[src/rtl/ram_access_ctrl_if.sv]
// Bus bundle for ram_access_ctrl: control, two read requesters, write port and RAM ports.
// Handshake: a transfer happens on a rising edge where valid and ready are both high.
// ready may depend on valid in the same cycle, but valid never depends on ready.
interface ram_access_ctrl_if #(
    parameter int address_width = 8,
    parameter int data_width    = 16
);
    logic                     clear_req;
    logic                     init_done;
    logic                     req_valid_0;
    logic                     req_valid_1;
    logic [address_width-1:0] req_addr_0;
    logic [address_width-1:0] req_addr_1;
    logic                     req_ready_0;
    logic                     req_ready_1;
    logic                     rsp_valid;
    logic                     rsp_id;
    logic [data_width-1:0]    rsp_data;
    logic                     wr_valid;
    logic [address_width-1:0] wr_addr;
    logic [data_width-1:0]    wr_data;
    logic                     wr_ready;
    logic                     ram_read_enable;
    logic [address_width-1:0] ram_read_address;
    logic [data_width-1:0]    ram_data_out;
    logic                     ram_write_enable;
    logic [address_width-1:0] ram_write_address;
    logic [data_width-1:0]    ram_data_in;

    modport slave (
        input  clear_req, req_valid_0, req_valid_1, req_addr_0, req_addr_1,
               wr_valid, wr_addr, wr_data, ram_data_out,
        output init_done, req_ready_0, req_ready_1, rsp_valid, rsp_id, rsp_data,
               wr_ready, ram_read_enable, ram_read_address,
               ram_write_enable, ram_write_address, ram_data_in
    );

    modport master (
        output clear_req, req_valid_0, req_valid_1, req_addr_0, req_addr_1,
               wr_valid, wr_addr, wr_data, ram_data_out,
        input  init_done, req_ready_0, req_ready_1, rsp_valid, rsp_id, rsp_data,
               wr_ready, ram_read_enable, ram_read_address,
               ram_write_enable, ram_write_address, ram_data_in
    );
endinterface

[src/rtl/ram_access_ctrl.sv]
// RAM clear-then-serve controller: zeroes the RAM, then arbitrates two readers and one writer.
// Define RAM_ARB_ROUND_ROBIN_EN for round-robin read arbitration; otherwise requester 0 has fixed priority.
module ram_access_ctrl #(
    parameter int address_width = 8,
    parameter int data_width    = 16
) (
    input  logic              clk,
    input  logic              rst,
    ram_access_ctrl_if.slave  bus,
    output logic              dbg_state_o
);
    typedef enum logic {ST_INIT = 1'b0, ST_RUN = 1'b1} state_t;

    localparam logic [address_width-1:0] LAST_ADDR  = '1;
    localparam logic [address_width-1:0] ADDR_ONE   = {{(address_width-1){1'b0}}, 1'b1};
    localparam logic [data_width-1:0]    CLEAR_WORD = '0;

    state_t                   state_q, state_d;
    logic [address_width-1:0] clr_cnt_q, clr_cnt_d;
    logic [address_width-1:0] rd_addr_q, rd_addr_d;
    logic                     rsp_valid_q, rsp_valid_d;
    logic                     rsp_id_q, rsp_id_d;
    logic                     active;
    logic                     prefer_1;
    logic                     gnt_0, gnt_1, gnt_any;

`ifdef RAM_ARB_ROUND_ROBIN_EN
    // Holds the requester that wins the next contended cycle.
    logic pref_q, pref_d;

    assign prefer_1 = pref_q;
    assign pref_d   = gnt_any ? gnt_0 : pref_q;

    always_ff @(posedge clk or posedge rst) begin
        if (rst) begin
            pref_q <= 1'b0;
        end else begin
            pref_q <= pref_d;
        end
    end
`else
    assign prefer_1 = 1'b0;
`endif

    assign active  = (state_q == ST_RUN) && !bus.clear_req;
    assign gnt_0   = active && bus.req_valid_0 && (!bus.req_valid_1 || !prefer_1);
    assign gnt_1   = active && bus.req_valid_1 && (!bus.req_valid_0 || prefer_1);
    assign gnt_any = gnt_0 || gnt_1;

    always_comb begin
        state_d               = state_q;
        clr_cnt_d             = clr_cnt_q;
        rd_addr_d             = rd_addr_q;
        rsp_valid_d           = gnt_any;
        rsp_id_d              = rsp_id_q;
        bus.ram_write_enable  = 1'b0;
        bus.ram_write_address = bus.wr_addr;
        bus.ram_data_in       = bus.wr_data;

        if (gnt_any) begin
            rsp_id_d  = gnt_1;
            rd_addr_d = gnt_1 ? bus.req_addr_1 : bus.req_addr_0;
        end

        case (state_q)
            ST_INIT: begin
                bus.ram_write_enable  = 1'b1;
                bus.ram_write_address = clr_cnt_q;
                bus.ram_data_in       = CLEAR_WORD;
                clr_cnt_d             = clr_cnt_q + ADDR_ONE;
                if (clr_cnt_q == LAST_ADDR) begin
                    state_d = ST_RUN;
                end
            end
            ST_RUN: begin
                if (bus.clear_req) begin
                    state_d   = ST_INIT;
                    clr_cnt_d = '0;
                end else begin
                    bus.ram_write_enable = bus.wr_valid;
                end
            end
            default: begin
                state_d   = ST_INIT;
                clr_cnt_d = '0;
            end
        endcase
    end

    always_ff @(posedge clk or posedge rst) begin
        if (rst) begin
            state_q     <= ST_INIT;
            clr_cnt_q   <= '0;
            rd_addr_q   <= '0;
            rsp_valid_q <= 1'b0;
            rsp_id_q    <= 1'b0;
        end else begin
            state_q     <= state_d;
            clr_cnt_q   <= clr_cnt_d;
            rd_addr_q   <= rd_addr_d;
            rsp_valid_q <= rsp_valid_d;
            rsp_id_q    <= rsp_id_d;
        end
    end

    // The RAM latches ram_read_address on the edge, so rsp_data is simply its output.
    assign bus.ram_read_enable  = gnt_any;
    assign bus.ram_read_address = rd_addr_d;
    assign bus.req_ready_0      = gnt_0;
    assign bus.req_ready_1      = gnt_1;
    assign bus.wr_ready         = active;
    assign bus.init_done        = (state_q == ST_RUN);
    assign bus.rsp_valid        = rsp_valid_q;
    assign bus.rsp_id           = rsp_id_q;
    assign bus.rsp_data         = bus.ram_data_out;
    assign dbg_state_o          = state_q;
endmodule
[src/flat_wrapper.sv]
// flat-port wrapper written by rule: the top's interface ports become plain ports
module ram_access_ctrl_flat 
#(
    parameter int address_width = 8,
    parameter int data_width    = 16
)
  (clk, rst, dbg_state_o, bus_clear_req, bus_req_valid_0, bus_req_valid_1, bus_req_addr_0, bus_req_addr_1, bus_wr_valid, bus_wr_addr, bus_wr_data, bus_ram_data_out, bus_init_done, bus_req_ready_0, bus_req_ready_1, bus_rsp_valid, bus_rsp_id, bus_rsp_data, bus_wr_ready, bus_ram_read_enable, bus_ram_read_address, bus_ram_write_enable, bus_ram_write_address, bus_ram_data_in);
  ram_access_ctrl_if #(.address_width(address_width), .data_width(data_width)) bus_i ();
  input  logic clk;
  input  logic rst;
  output logic dbg_state_o;
  input wire logic [$bits(bus_i.clear_req)-1:0] bus_clear_req;
  input wire logic [$bits(bus_i.req_valid_0)-1:0] bus_req_valid_0;
  input wire logic [$bits(bus_i.req_valid_1)-1:0] bus_req_valid_1;
  input wire logic [$bits(bus_i.req_addr_0)-1:0] bus_req_addr_0;
  input wire logic [$bits(bus_i.req_addr_1)-1:0] bus_req_addr_1;
  input wire logic [$bits(bus_i.wr_valid)-1:0] bus_wr_valid;
  input wire logic [$bits(bus_i.wr_addr)-1:0] bus_wr_addr;
  input wire logic [$bits(bus_i.wr_data)-1:0] bus_wr_data;
  input wire logic [$bits(bus_i.ram_data_out)-1:0] bus_ram_data_out;
  output wire logic [$bits(bus_i.init_done)-1:0] bus_init_done;
  output wire logic [$bits(bus_i.req_ready_0)-1:0] bus_req_ready_0;
  output wire logic [$bits(bus_i.req_ready_1)-1:0] bus_req_ready_1;
  output wire logic [$bits(bus_i.rsp_valid)-1:0] bus_rsp_valid;
  output wire logic [$bits(bus_i.rsp_id)-1:0] bus_rsp_id;
  output wire logic [$bits(bus_i.rsp_data)-1:0] bus_rsp_data;
  output wire logic [$bits(bus_i.wr_ready)-1:0] bus_wr_ready;
  output wire logic [$bits(bus_i.ram_read_enable)-1:0] bus_ram_read_enable;
  output wire logic [$bits(bus_i.ram_read_address)-1:0] bus_ram_read_address;
  output wire logic [$bits(bus_i.ram_write_enable)-1:0] bus_ram_write_enable;
  output wire logic [$bits(bus_i.ram_write_address)-1:0] bus_ram_write_address;
  output wire logic [$bits(bus_i.ram_data_in)-1:0] bus_ram_data_in;
  assign bus_i.clear_req = bus_clear_req;
  assign bus_i.req_valid_0 = bus_req_valid_0;
  assign bus_i.req_valid_1 = bus_req_valid_1;
  assign bus_i.req_addr_0 = bus_req_addr_0;
  assign bus_i.req_addr_1 = bus_req_addr_1;
  assign bus_i.wr_valid = bus_wr_valid;
  assign bus_i.wr_addr = bus_wr_addr;
  assign bus_i.wr_data = bus_wr_data;
  assign bus_i.ram_data_out = bus_ram_data_out;
  assign bus_init_done = bus_i.init_done;
  assign bus_req_ready_0 = bus_i.req_ready_0;
  assign bus_req_ready_1 = bus_i.req_ready_1;
  assign bus_rsp_valid = bus_i.rsp_valid;
  assign bus_rsp_id = bus_i.rsp_id;
  assign bus_rsp_data = bus_i.rsp_data;
  assign bus_wr_ready = bus_i.wr_ready;
  assign bus_ram_read_enable = bus_i.ram_read_enable;
  assign bus_ram_read_address = bus_i.ram_read_address;
  assign bus_ram_write_enable = bus_i.ram_write_enable;
  assign bus_ram_write_address = bus_i.ram_write_address;
  assign bus_ram_data_in = bus_i.ram_data_in;
  ram_access_ctrl #(.address_width(address_width), .data_width(data_width)) u_core (.clk(clk), .rst(rst), .bus(bus_i), .dbg_state_o(dbg_state_o));
endmodule
[config.mk]
export PLATFORM = sky130hd
export DESIGN_NAME = ram_access_ctrl_flat
export DESIGN_NICKNAME = d
export VERILOG_FILES = /design/src/rtl/ram_access_ctrl_if.sv /design/src/rtl/ram_access_ctrl.sv /design/src/flat_wrapper.sv
export SDC_FILE = /design/constraint.sdc
export NUM_CORES = 1
export LEC_CHECK = 0
export BUFFER_PORTS_ARGS = -buffer_cell sky130_fd_sc_hd__buf_4
export CAP_MARGIN = 20
export CORE_MARGIN = 8
export CORE_UTILIZATION = 38
export DETAILED_ROUTE_END_ITERATION = 7
export HOLD_SLACK_MARGIN = 0.12
export PLACE_DENSITY = 0.81
export SETUP_SLACK_MARGIN = 0.3
export SLEW_MARGIN = 10
export SYNTH_ARGS = -nofsm -noshare
export SYNTH_HDL_FRONTEND = slang
export SYNTH_SLANG_ARGS = --single-unit
[constraint.sdc]
create_clock -name clk -period 2.2 [get_ports clk]
set_input_delay 0.66 -clock clk [delete_from_list [all_inputs] [get_ports clk]]
set_output_delay 0.66 -clock clk [all_outputs]
set_load 0.005 [all_outputs]
==> summary.log, run 1 <==
[status] result of the run complete, but fails checks
[status] failing checks negative setup slack
[cts] # hold bufs at CTS 0
[finish] Ant. Diodes 0
[detailed_routing] DR WL/cell 15.83 um
[global_routing] vias in the first global route 1374
[setup_path] class of the most critical setup path input pin to output pin
[global_routing] global routing usage summed across all routing layers 14.98%
[synth] number of unique standard cell types used by synthesis 28
[hold_path] Hold Crit Class input pin to async pin
[cts] clock root buffer sky130_fd_sc_hd__clkbuf_4
[pwr] power density relative to cell area 285.5 nW/um2
[synth] Mapped Nets 208
[setup_path] ordered cell list for the critical path buf_6, nand2b_4, buf_12, a221o_1, buf_6
[timing] worst-case hold slack 0.3757 ns
[synth] dominant cells by area after synthesis sky130_fd_sc_hd__dfrtp_1 (35%), sky130_fd_sc_hd__buf_4 (9.5%), sky130_fd_sc_hd__and2_1 (7.4%), sky130_fd_sc_hd__a221o_1 (5.9%), sky130_fd_sc_hd__nand4b_1 (5.2%)
[setup_path] Worst setup EP type output pin
[cts] Clk Latency, worst-skew pair 0.29 ns
[finish] Final nets 293
[detailed_routing] count of antenna-violating nets left after detailed routing 0
[detailed_routing] vias after detailed routing 1372
[pwr] largest vdd supply drop 238.6 uV
[finish] share of cells above drive strength 1 53.28%
[cts] cts bufs inserted 3
[synth] number of synthesized flops with an enable pin 0
[timing] minimum clock period after layout 2.226 ns
[timing] final setup violating endpoints 8
[detailed_routing] Detailed Routing Iterations Pass 1 4
[timing] pins over their slew limit 0
[setup_path] kind of start point of the critical path input pin
[synth] synth warn 0
[floorplanning] Horiz. Die Dim 75.55 um
[setup_path] CP peak stage delay 0.37 ns
[pwr] Leak Pwr 0.001101 uW
[floorplanning] area of the die 5708 um2
[detailed_routing] routed wire length 4352 um
[synth] library cell with the largest summed area after synthesis sky130_fd_sc_hd__dfrtp_1
[finish] fin cells 275
[finish] sequential cell area 476.7 um2
[place] placed cells 258
[finish] # fillers 309
[global_routing] number of antenna violations at the first check in global routing 0
[timing] Max transition margin 83.14%
[timing] Fin. Hold Viols 0
[global_routing] global-route wire length before repair 6534 um
[place] sum of net half-perimeters after detailed placement 3216 um
[synth] area share of the largest cell type after synthesis 35.28%
[setup_path] worst-path fanout max 6
[synth] Yosys reg bits 19
[setup_path] required time reported for the critical path endpoint 1.54 ns
[timing] setup repair after global routing missed its margin yes
[detailed_routing] via/cell ratio 4.989
[floorplanning] die span in y 75.55 um
[run] reported max-cap violation count 0
[timing] Tcrit/Tclk final 101.2%
[synth] part of the Yosys area used for sequential elements 35.28%
[floorplanning] Site Rows 21
[cts] Clock Path Buffers 2
[synth] ys async rst share 100.0%
[cts] Sinks on Clock Net 19
[global_routing] pin count of the biggest net entering global routing 20
[cts] clock input transition at the sequential cells of the worst setup and hold paths 0.12 ns
[setup_path] Critical Path Slowest Stage Cell sky130_fd_sc_hd__a221o_1
[global_routing] aggregate global routing overflow 0
[synth] library cell with the highest instance count after synthesis sky130_fd_sc_hd__dfrtp_1
[synth] Netlist Area Pre-Place 1348 um2
[cts] H-tree depth 1
[timing] maximum clock skew at final layout 0.006275 ns
[synth] Mapped Avg Cell Area 9.293 um2
[setup_path] Arr. time, crit path 1.57 ns
[detailed_routing] count of unresolved DRC violations after routing 0
[floorplanning] effective utilization at floorplan 40.07%
[finish] Layout area overhead 60.07%
[place] placer's final routability congestion estimate 0.7278
[setup_path] cell seen most often among critical-path stages sky130_fd_sc_hd__buf_6
[timing] Worst Tran Pin Value 0.2530 ns
[synth] most frequent cells after synthesis sky130_fd_sc_hd__dfrtp_1 (19), sky130_fd_sc_hd__buf_4 (17), sky130_fd_sc_hd__and2_1 (16)
[synth] synthesized netlist cell count 145
[synth] predominant post-synthesis flop cell sky130_fd_sc_hd__dfrtp_1
[timing] Max Clock Freq 0.4493 GHz
[floorplanning] Placeable Area 3363 um2
[timing] setup ws final -0.02558 ns
[detailed_routing] Iter 0 DRT Violations 38
[finish] area occupied by multi-input gates 683.2 um2
[place] number of buffer cells added on primary ports 86
[cts] CTS tree yes
[floorplanning] number of placed I/O pins 119
## per-layer routing
layer  part of all wire [%]  global-route usage, %  up-vias
met1                     37                  16.49      644
met5                      0                      0        -
met3                     15                  5.132        4
met4                    1.0                  4.478        0
li1                       -                      -      657
met2                     48                  26.46       67
## cell families (layout without fill, tap and decap cells)
group	Yosys count	in the layout	synth area share, %
simple gates	55	56	24.70
buf+inv	32	115	15.78
compound gates	24	24	12.44
flops	19	19	35.28
mux	11	11	8.913
xor+xnor	3	3	1.950
fa+ha+maj	1	1	0.9284
## cell usage in the layout (no fill, tap or decap), types with 2 or more instances in the layout
master                     instances
sky130_fd_sc_hd__clkbuf_4          3
sky130_fd_sc_hd__buf_6            11
sky130_fd_sc_hd__and2_1           16
sky130_fd_sc_hd__dfrtp_1          18
sky130_fd_sc_hd__buf_12            2
sky130_fd_sc_hd__nand2b_1          8
sky130_fd_sc_hd__xor2_1            2
sky130_fd_sc_hd__nand4b_1          8
sky130_fd_sc_hd__a221o_1           8
sky130_fd_sc_hd__nand3_1           4
sky130_fd_sc_hd__mux2_2            4
sky130_fd_sc_hd__a21oi_1           9
sky130_fd_sc_hd__and2_4            2
sky130_fd_sc_hd__o22ai_1           3
sky130_fd_sc_hd__nor2_1            2
sky130_fd_sc_hd__mux2_1            4
sky130_fd_sc_hd__and3_1            2
sky130_fd_sc_hd__mux2i_1           3
sky130_fd_sc_hd__inv_1             3
sky130_fd_sc_hd__buf_4            93
sky130_fd_sc_hd__o21ai_0           3
sky130_fd_sc_hd__nand2_1          10
## per-stage QoR
step / setup TNS, ns / instance area [um2] / worst slack (ns) / util (%) / power (uW)
after floorplan: 0 / 1355 / 0.03479 / - / 399.5
after global placement: -0.1808 / 1941 / -0.02868 / 57.70 / 441.1
after detailed placement: -0.4321 / 1941 / -0.06659 / 57.70 / 443.2
after CTS: -0.1227 / 2117 / -0.02217 / 62.95 / 624.6
after global routing: -0.6164 / 2157 / -0.07476 / 64.14 / 654.9
final: -0.1318 / 2157 / -0.02558 / 64.14 / 615.7
## worst paths after layout
kind / slack (ns) / to / from / cells after the start
setup / recovery: -0.03 / bus_ram_read_address[4] / bus_clear_req / 5
hold / removal: 0.38 / u_core.clr_cnt_q[2] / rst / 3
setup reg to reg: 0.55 / u_core.clr_cnt_q[6] / u_core.bus.init_done / 5
hold reg to reg: 0.51 / u_core.clr_cnt_q[7] / u_core.clr_cnt_q[7] / 1
max in group asynchronous: 1.60 / u_core.bus.init_done / rst / 3
min in group clk: 0.51 / u_core.clr_cnt_q[7] / u_core.clr_cnt_q[7] / 1
## sequential cells by signal, summed over array words and instances (netlist names)
signal	count
u_core.bus.rsp_valid	1
u_core.bus.init_done	1
u_core.clr_cnt_q	8
u_core.rd_addr_q	8
u_core.bus.rsp_id	1
## where the power goes
part	leakage [uW]	switching [uW]	internal (uW)
Combinational	0.000839	28.5	59.6
Sequential	0.000244	0	349
Clock	0.0000177	111	67.5
## worst max-delay path: cells and delay by family
family	cells	cell delay (ns)
AOI/OAI and AO/OA	1	0.37
buffers and inverters	3	0.36
and+or+nand+nor	1	0.16
## timing repair
item | in CTS | in global routing
pin swaps | 2 | 1
cloned | 2 | 0
endpoints found under the hold margin | 0 | 0
buffers inserted | 9 | 2
setup endpoints to repair | 37 | 37
gates resized for setup | 12 | 7
## cell type report
type	count	share of cell area (%)
tap	46	2.668
clock buffer	3	1.044
timing repair buffer	107	41.47
multi-input combinational	95	31.67
sequential	19	22.10
clock inverter	1	0.2320
inverter	4	0.8121
No activity file was read; power rests on OpenSTA's default activity.
==> inputs of run 2 (changes only) <==
--- a/config.mk
+++ b/config.mk
@@ -8,10 +8,10 @@
 export BUFFER_PORTS_ARGS = -buffer_cell sky130_fd_sc_hd__buf_4
 export CAP_MARGIN = 20
 export CORE_MARGIN = 8
-export CORE_UTILIZATION = 38
+export CORE_UTILIZATION = 35
 export DETAILED_ROUTE_END_ITERATION = 7
 export HOLD_SLACK_MARGIN = 0.12
-export PLACE_DENSITY = 0.81
+export PLACE_DENSITY = 0.75
 export SETUP_SLACK_MARGIN = 0.3
 export SLEW_MARGIN = 10
 export SYNTH_ARGS = -nofsm -noshare
==> run 2 against run 1 <==
Compared with the run above:
- the run still ends with negative setup slack left
- combinational power increased by 3.1%
- core utilization decreased by 6.7 points
- critical path depth increased by 1
- via count decreased by 3.1%
- largest power group unchanged
- design area decreased by 1.9%
- sequential share of layout area increased by 0.42 points
- die area increased by 6.7%
- sequential power about the same
==> summary.log, run 2 (synthesized netlist as in run 1, its figures left out) <==
[status] result of the run complete, but fails checks
[status] failing checks negative setup slack
[finish] area occupied by multi-input gates 695.7 um2
[setup_path] Critical Path Slowest Stage Cell sky130_fd_sc_hd__a221o_1
[pwr] combinational share of power 13.2%
[global_routing] vias in the first global route 1283
[finish] sequential cell area 476.7 um2
[setup_path] CP peak stage delay 0.32 ns
[cts] Sinks on Clock Net 19
[pwr] clock network fraction of design power 35.9%
[cts] CTS tree yes
[cts] clock root buffer sky130_fd_sc_hd__clkbuf_8
[setup_path] class of the most critical setup path input pin to output pin
[setup_path] cell depth of the worst setup path 6
[timing] Fin. Hold Viols 0
[detailed_routing] Detailed Routing Iterations Pass 1 4
[detailed_routing] via/cell ratio 4.890
[setup_path] cell class contributing the biggest share of worst-path delay simple AND/OR/NAND/NOR gates
[finish] Final nets 288
[place] number of buffer cells added on primary ports 86
[detailed_routing] DR WL/cell 15.52 um
[timing] maximum clock skew at final layout 0.004615 ns
[pwr] Switching Fraction 21.55%
[finish] post-route cell area 2117 um2
[finish] Layout area overhead 57.10%
[setup_path] required time reported for the critical path endpoint 1.54 ns
[timing] Tcrit/Tclk final 101.0%
[global_routing] global routing usage summed across all routing layers 13.07%
[floorplanning] die span in y 78.05 um
[timing] pins over their slew limit 0
[finish] Top Registers u_core.clr_cnt_q x8, u_core.rd_addr_q x8
[finish] leading cell types in the layout, fill and taps excluded sky130_fd_sc_hd__buf_4 (95), sky130_fd_sc_hd__dfrtp_1 (18), sky130_fd_sc_hd__and2_1 (16), sky130_fd_sc_hd__nand2_1 (10)
[floorplanning] Placeable Area 3689 um2
[setup_path] depth of the worst register-to-register path 5
[cts] Clock Path Buffers 2
[pwr] power density relative to cell area 324.1 nW/um2
[timing] setup ws final -0.02309 ns
[timing] Worst Tran Pin Value 0.2527 ns
[floorplanning] Horiz. Die Dim 78.05 um
[detailed_routing] vias after detailed routing 1330
[run] reported max-cap violation count 0
[floorplanning] Site Rows 22
[timing] Max transition margin 83.15%
[timing] worst-case hold slack 0.4268 ns
[setup_path] worst-path fanout max 5
[pwr] largest vdd supply drop 338.0 uV
[timing] final setup violating endpoints 7
[detailed_routing] Iter 0 DRT Violations 35
[detailed_routing] count of antenna-violating nets left after detailed routing 0
[place] sum of net half-perimeters after detailed placement 3100 um
[hold_path] Hold Crit Class input pin to async pin
[global_routing] global-route wire length before repair 6644 um
[finish] share of cells above drive strength 1 52.68%
[place] area post-placement 1931 um2
[setup_path] Arr. time, crit path 1.56 ns
[finish] # fillers 353
[detailed_routing] count of unresolved DRC violations after routing 0
[floorplanning] effective utilization at floorplan 36.53%
[global_routing] number of antenna violations at the first check in global routing 0
[cts] clock input transition at the sequential cells of the worst setup and hold paths 0.08 ns
[global_routing] aggregate global routing overflow 0
[timing] Max Clock Freq 0.4498 GHz
[floorplanning] number of placed I/O pins 119
[cts] Clk Latency, worst-skew pair 0.25 ns
[cts] H-tree depth 1
[timing] minimum clock period after layout 2.223 ns
[timing] setup repair after global routing missed its margin yes
[place] placer's final routability congestion estimate 0.7631
[detailed_routing] routed wire length 4222 um
[setup_path] number of buffers and inverters on the critical path 3
[setup_path] ordered cell list for the critical path buf_6, nand2b_4, inv_4, and2_4, a221o_1, buf_4
[setup_path] kind of start point of the critical path input pin
[finish] Ant. Diodes 0
[setup_path] Worst setup EP type output pin
[global_routing] pin count of the biggest net entering global routing 20
[pwr] Leak Pwr 0.001069 uW
[pwr] sequential share of power 50.9%
[finish] leading cell type in the layout, fill and taps excluded sky130_fd_sc_hd__buf_4
[cts] cts bufs inserted 3
[floorplanning] area of the die 6092 um2
[pwr] Power Internal 538.2 uW
[pwr] Sw Pwr 147.9 uW
==> run 2: cell count changes in the layout (fill, tap and decap cells not counted), sizes merged <==
cell	previous run	this run
clkinv	1	0
clkbuf	3	4
buf	106	101
==> run 2: power groups by stage <==
stage          sequential, uW  clock [uW]  combinational [uW]
6_report                  349         246                90.8
5_1_grt                   349         273                98.9
4_1_cts                   349         255                89.7
3_5_place_dp              356           0                87.5
3_3_place_gp              356           0                86.1
2_1_floorplan             356           0                43.6
==> run 2: repair_timing <==
action	in CTS	in global routing
gates resized for setup	10	7
hold buffers	0	0
setup endpoints to repair	32	34
gates cloned	2	0
setup buffers	5	1
pin swaps	8	2
==> run 2: layout make-up <==
cell class | count | share of cell area [%]
Multi-Input combinational cell | 95 | 32.86
Tap cell | 48 | 2.837
Sequential cell | 19 | 22.52
Inverter | 4 | 0.8274
Timing Repair Buffer | 102 | 38.83
Clock buffer | 4 | 2.128
==> run 2: per-layer routing <==
layer  track usage, %  wire length [um]  vias to the layer above
met2            19.97              1904                       61
met5                0                 0                        -
met3            6.036               404                        2
met1            16.66              1899                      620
met4            2.222                14                        0
li1                 -                 -                      647
==> run 2: per-stage QoR <==
step / setup WS, ns / cells / TNS (ns) / power (uW) / util [%]
2_1_floorplan: 0.03479 / 145 / 0 / 399.5 / -
3_3_place_gp: -0.04221 / 260 / -0.2906 / 441.9 / 52.34
3_5_place_dp: -0.06787 / 260 / -0.3928 / 443.4 / 52.34
4_1_cts: -0.03341 / 271 / -0.04489 / 693.1 / 56.55
5_1_grt: -0.04345 / 272 / -0.2906 / 721.2 / 57.39
6_report: -0.02309 / 272 / -0.06813 / 686.1 / 57.39
==> run 2: tightest hold or removal path, cell delays in order <==
cell,delay [ns]
sky130_fd_sc_hd__buf_4,0.11
sky130_fd_sc_hd__inv_1,0.04
sky130_fd_sc_hd__buf_4,0.26
==> run 2: path summary, 6_finish.rpt <==
check / slack [ns] / end / startpoint
max: -0.02 / bus_ram_read_address[7] / bus_clear_req
min: 0.43 / u_core.rd_addr_q[6] / rst
max reg2reg: 0.59 / u_core.clr_cnt_q[6] / u_core.bus.init_done
min reg2reg: 0.51 / u_core.bus.rsp_id / u_core.bus.rsp_id
max in group asynchronous: 1.55 / u_core.bus.init_done / rst
min in group clk: 0.51 / u_core.bus.rsp_id / u_core.bus.rsp_id
==> inputs of run 3 (changes only) <==
--- a/config.mk
+++ b/config.mk
@@ -5,6 +5,7 @@
 export SDC_FILE = /design/constraint.sdc
 export NUM_CORES = 1
 export LEC_CHECK = 0
+export ABC_AREA = 1
 export BUFFER_PORTS_ARGS = -buffer_cell sky130_fd_sc_hd__buf_4
 export CAP_MARGIN = 20
 export CORE_MARGIN = 8
==> run 3 against run 2 <==
Compared with the run above:
- the flow now finishes without violations
- core utilization grew 1.9 points
- clock power is essentially flat
- die area grew 0.59%
- clock skew shrank 0.0033 ns
- worst hold slack gained 0.0025 ns
- register-to-register slack gained 0.37 ns
- via count grew 14%
- global-route usage grew 0.30 points
- critical path depth grew 2
- setup slack gained 0.092 ns
- critical path type unchanged
- critical endpoint unchanged
- largest cell class unchanged
==> summary.log, run 3 <==
[status] result of the run completed
[cts] cts bufs inserted 3
[setup_path] class of the most critical setup path input pin to output pin
[floorplanning] Horiz. Die Dim 78.28 um
[place] placer's final routability congestion estimate 0.7584
[synth] area share of the largest cell type after synthesis 35.02%
[floorplanning] Placeable Area 3689 um2
[synth] library cell with the highest instance count after synthesis sky130_fd_sc_hd__nand2_1
[detailed_routing] Iter 0 DRT Violations 41
[synth] Mapped Avg Cell Area 6.527 um2
[cts] clock root buffer sky130_fd_sc_hd__clkbuf_8
[setup_path] required time reported for the critical path endpoint 1.54 ns
[timing] final setup violating endpoints 0
[detailed_routing] count of antenna-violating nets left after detailed routing 0
[cts] Clock Path Buffers 2
[finish] Ant. Diodes 0
[synth] dominant cells by area after synthesis sky130_fd_sc_hd__dfrtp_1 (35%), sky130_fd_sc_hd__nand2_1 (20%), sky130_fd_sc_hd__buf_4 (9.4%), sky130_fd_sc_hd__inv_1 (8.6%), sky130_fd_sc_hd__nor2_1 (6.6%)
[finish] leading cell type in the layout, fill and taps excluded sky130_fd_sc_hd__buf_4
[timing] Max Clock Freq 0.4693 GHz
[global_routing] pin count of the biggest net entering global routing 33
[timing] setup repair after global routing missed its margin yes
[synth] Yosys reg bits 19
[synth] ys async rst share 100.0%
[global_routing] global routing usage summed across all routing layers 13.38%
[floorplanning] area of the die 6128 um2
[synth] part of the Yosys area used for sequential elements 35.02%
[timing] Max transition margin 80.60%
[floorplanning] die span in y 78.28 um
[cts] # hold bufs at CTS 0
[finish] leading cell types in the layout, fill and taps excluded sky130_fd_sc_hd__buf_4 (95), sky130_fd_sc_hd__nand2_1 (69), sky130_fd_sc_hd__inv_1 (28), sky130_fd_sc_hd__nor2_1 (19), sky130_fd_sc_hd__dfrtp_1 (19)
[place] number of buffer cells added on primary ports 86
[synth] synthesized netlist cell count 208
[run] reported max-cap violation count 0
[synth] Netlist Area Pre-Place 1358 um2
[detailed_routing] routed wire length 4368 um
[global_routing] vias in the first global route 1494
[timing] Fin. Hold Viols 0
[cts] H-tree depth 1
[timing] maximum clock skew at final layout 0.001360 ns
[global_routing] number of antenna violations at the first check in global routing 0
[detailed_routing] DR WL/cell 12.85 um
[synth] number of unique standard cell types used by synthesis 19
[synth] synth warn 0
[cts] Clk Latency, worst-skew pair 0.25 ns
[finish] share of cells above drive strength 1 43.84%
[setup_path] worst-path fanout max 9
[finish] Top Registers u_core.clr_cnt_q x8, u_core.rd_addr_q x8
[pwr] largest vdd supply drop 306.5 uV
[synth] Mapped Nets 271
[floorplanning] effective utilization at floorplan 36.80%
[timing] Worst Tran Pin Value 0.2910 ns
[cts] clock input transition at the sequential cells of the worst setup and hold paths 0.07 ns
[detailed_routing] via/cell ratio 4.465
[setup_path] kind of start point of the critical path input pin
[cts] CTS tree yes
[synth] number of synthesized flops with an enable pin 0
[finish] Final nets 356
[synth] predominant post-synthesis flop cell sky130_fd_sc_hd__dfrtp_1
[finish] sequential cell area 475.5 um2
[pwr] Leak Pwr 0.001318 uW
[place] sum of net half-perimeters after detailed placement 3283 um
[finish] area occupied by multi-input gates 645.6 um2
[synth] library cell with the largest summed area after synthesis sky130_fd_sc_hd__dfrtp_1
[timing] pins over their slew limit 0
[timing] Tcrit/Tclk final 96.85%
[hold_path] Hold Crit Class input pin to async pin
[cts] Sinks on Clock Net 19
[detailed_routing] Detailed Routing Iterations Pass 1 4
[floorplanning] number of placed I/O pins 119
[pwr] power density relative to cell area 579.3 nW/um2
[timing] Total Negative Setup Slacks 0 ns
[detailed_routing] count of unresolved DRC violations after routing 0
[setup_path] Arr. time, crit path 1.47 ns
[floorplanning] Site Rows 22
[synth] most frequent cells after synthesis sky130_fd_sc_hd__nand2_1 (74), sky130_fd_sc_hd__inv_1 (31), sky130_fd_sc_hd__nor2_1 (24)
[setup_path] Worst setup EP type output pin
[timing] minimum clock period after layout 2.131 ns
[timing] worst-case hold slack 0.4292 ns
[global_routing] global-route wire length before repair 6817 um
[finish] Layout area overhead 61.20%
[global_routing] aggregate global routing overflow 0
[finish] # fillers 352
[detailed_routing] vias after detailed routing 1518
run 3: cell types whose count changed after synthesis, moves of 4 or more:
cell and delta:
sky130_fd_sc_hd__and2_1 -16, sky130_fd_sc_hd__nand2_1 +64, sky130_fd_sc_hd__nand2b_1 -8, sky130_fd_sc_hd__nor2_1 +20
sky130_fd_sc_hd__nand4b_1 -8, sky130_fd_sc_hd__nand3b_1 +8, sky130_fd_sc_hd__a221o_1 -8, sky130_fd_sc_hd__a21oi_1 -9
sky130_fd_sc_hd__inv_1 +28, sky130_fd_sc_hd__o21ai_0 +7, sky130_fd_sc_hd__mux2_1 -4, sky130_fd_sc_hd__mux2_2 -4
sky130_fd_sc_hd__clkbuf_1 -4
run 3: power by group:
| group | leakage [uW] | internal [uW] | total, uW | switching (uW) |
|---|---|---|---|---|
| sequential | 0.000233 | 436 | 512 | 76.5 |
| combinational | 0.00106 | 273 | 510 | 237 |
| clock | 0.0000255 | 126 | 245 | 119 |
| total | 0.00132 | 835 | 1270 | 433 |
run 3: metrics by stage:
step	power (uW)	area (um2)	cells	setup WS, ns	util [%]
finish	1268	2188	340	0.06938	59.33
global route	1385	2188	340	0.004470	59.33
CTS	1260	2087	334	0.08722	56.58
detailed placement	1010	1974	325	0.02135	53.53
global placement	996.6	1974	325	0.04855	53.53
floorplan	768.2	1370	208	0.3333	-
run 3: path summary, 6_finish.rpt:
path                                           start                 endpoint  slack, ns  cells after the start
worst min-delay path                             rst      u_core.rd_addr_q[4]       0.43                      3
worst max-delay path                   bus_clear_req  bus_ram_read_address[7]       0.07                      8
min in group clk                 u_core.rd_addr_q[0]      u_core.rd_addr_q[0]       0.48                      2
worst max register to register  u_core.bus.init_done      u_core.rd_addr_q[6]       0.96                      7
worst min register to register   u_core.rd_addr_q[0]      u_core.rd_addr_q[0]       0.48                      2
max in group asynchronous                        rst      u_core.rd_addr_q[0]       1.56                      3
run 3: metal layers:
layer	wire length (um)	global-route usage [%]	up-vias	part of all wire (%)
met1	1797	15.07	670	41
met4	64	4.259	0	1.5
met5	0	0	-	0
met3	426	5.353	11	9.8
li1	-	-	773	-
met2	2079	22.54	64	48
run 3: kinds of logic after synthesis:
family                   synth area share, %
AND/OR/NAND/NOR                        37.88
AO/OA/AOI/OAI                          5.531
buffers and inverters                  20.64
adder cells (fa/ha/maj)               0.9215
flip-flops                             35.02
run 3: what timing repair did:
action                                  4_1_cts  5_1_grt
setup buffers                                 5        5
endpoints found under the setup margin       36       36
pin swaps                                     4        4
gates cloned                                  0        1
resized for setup                             8       17
run 3: final cells by class:
cell class                 instances  share of cell area (%)
timing repair buffer             103                   37.91
multi-input combinational        133                   29.50
sequential                        19                   21.73
inverter                          33                   6.003
tap                               48                   2.744
clock buffer                       3                   1.887
clock inverter                     1                  0.2287
run 3: critical path: stages:
cell and delay [ns]:
sky130_fd_sc_hd__buf_8 0.11, sky130_fd_sc_hd__nor2_4 0.13, sky130_fd_sc_hd__o21ai_4 0.10, sky130_fd_sc_hd__buf_12 0.15
sky130_fd_sc_hd__nor2_1 0.08, sky130_fd_sc_hd__nand2_1 0.06, sky130_fd_sc_hd__nand2_1 0.08, sky130_fd_sc_hd__buf_4 0.11
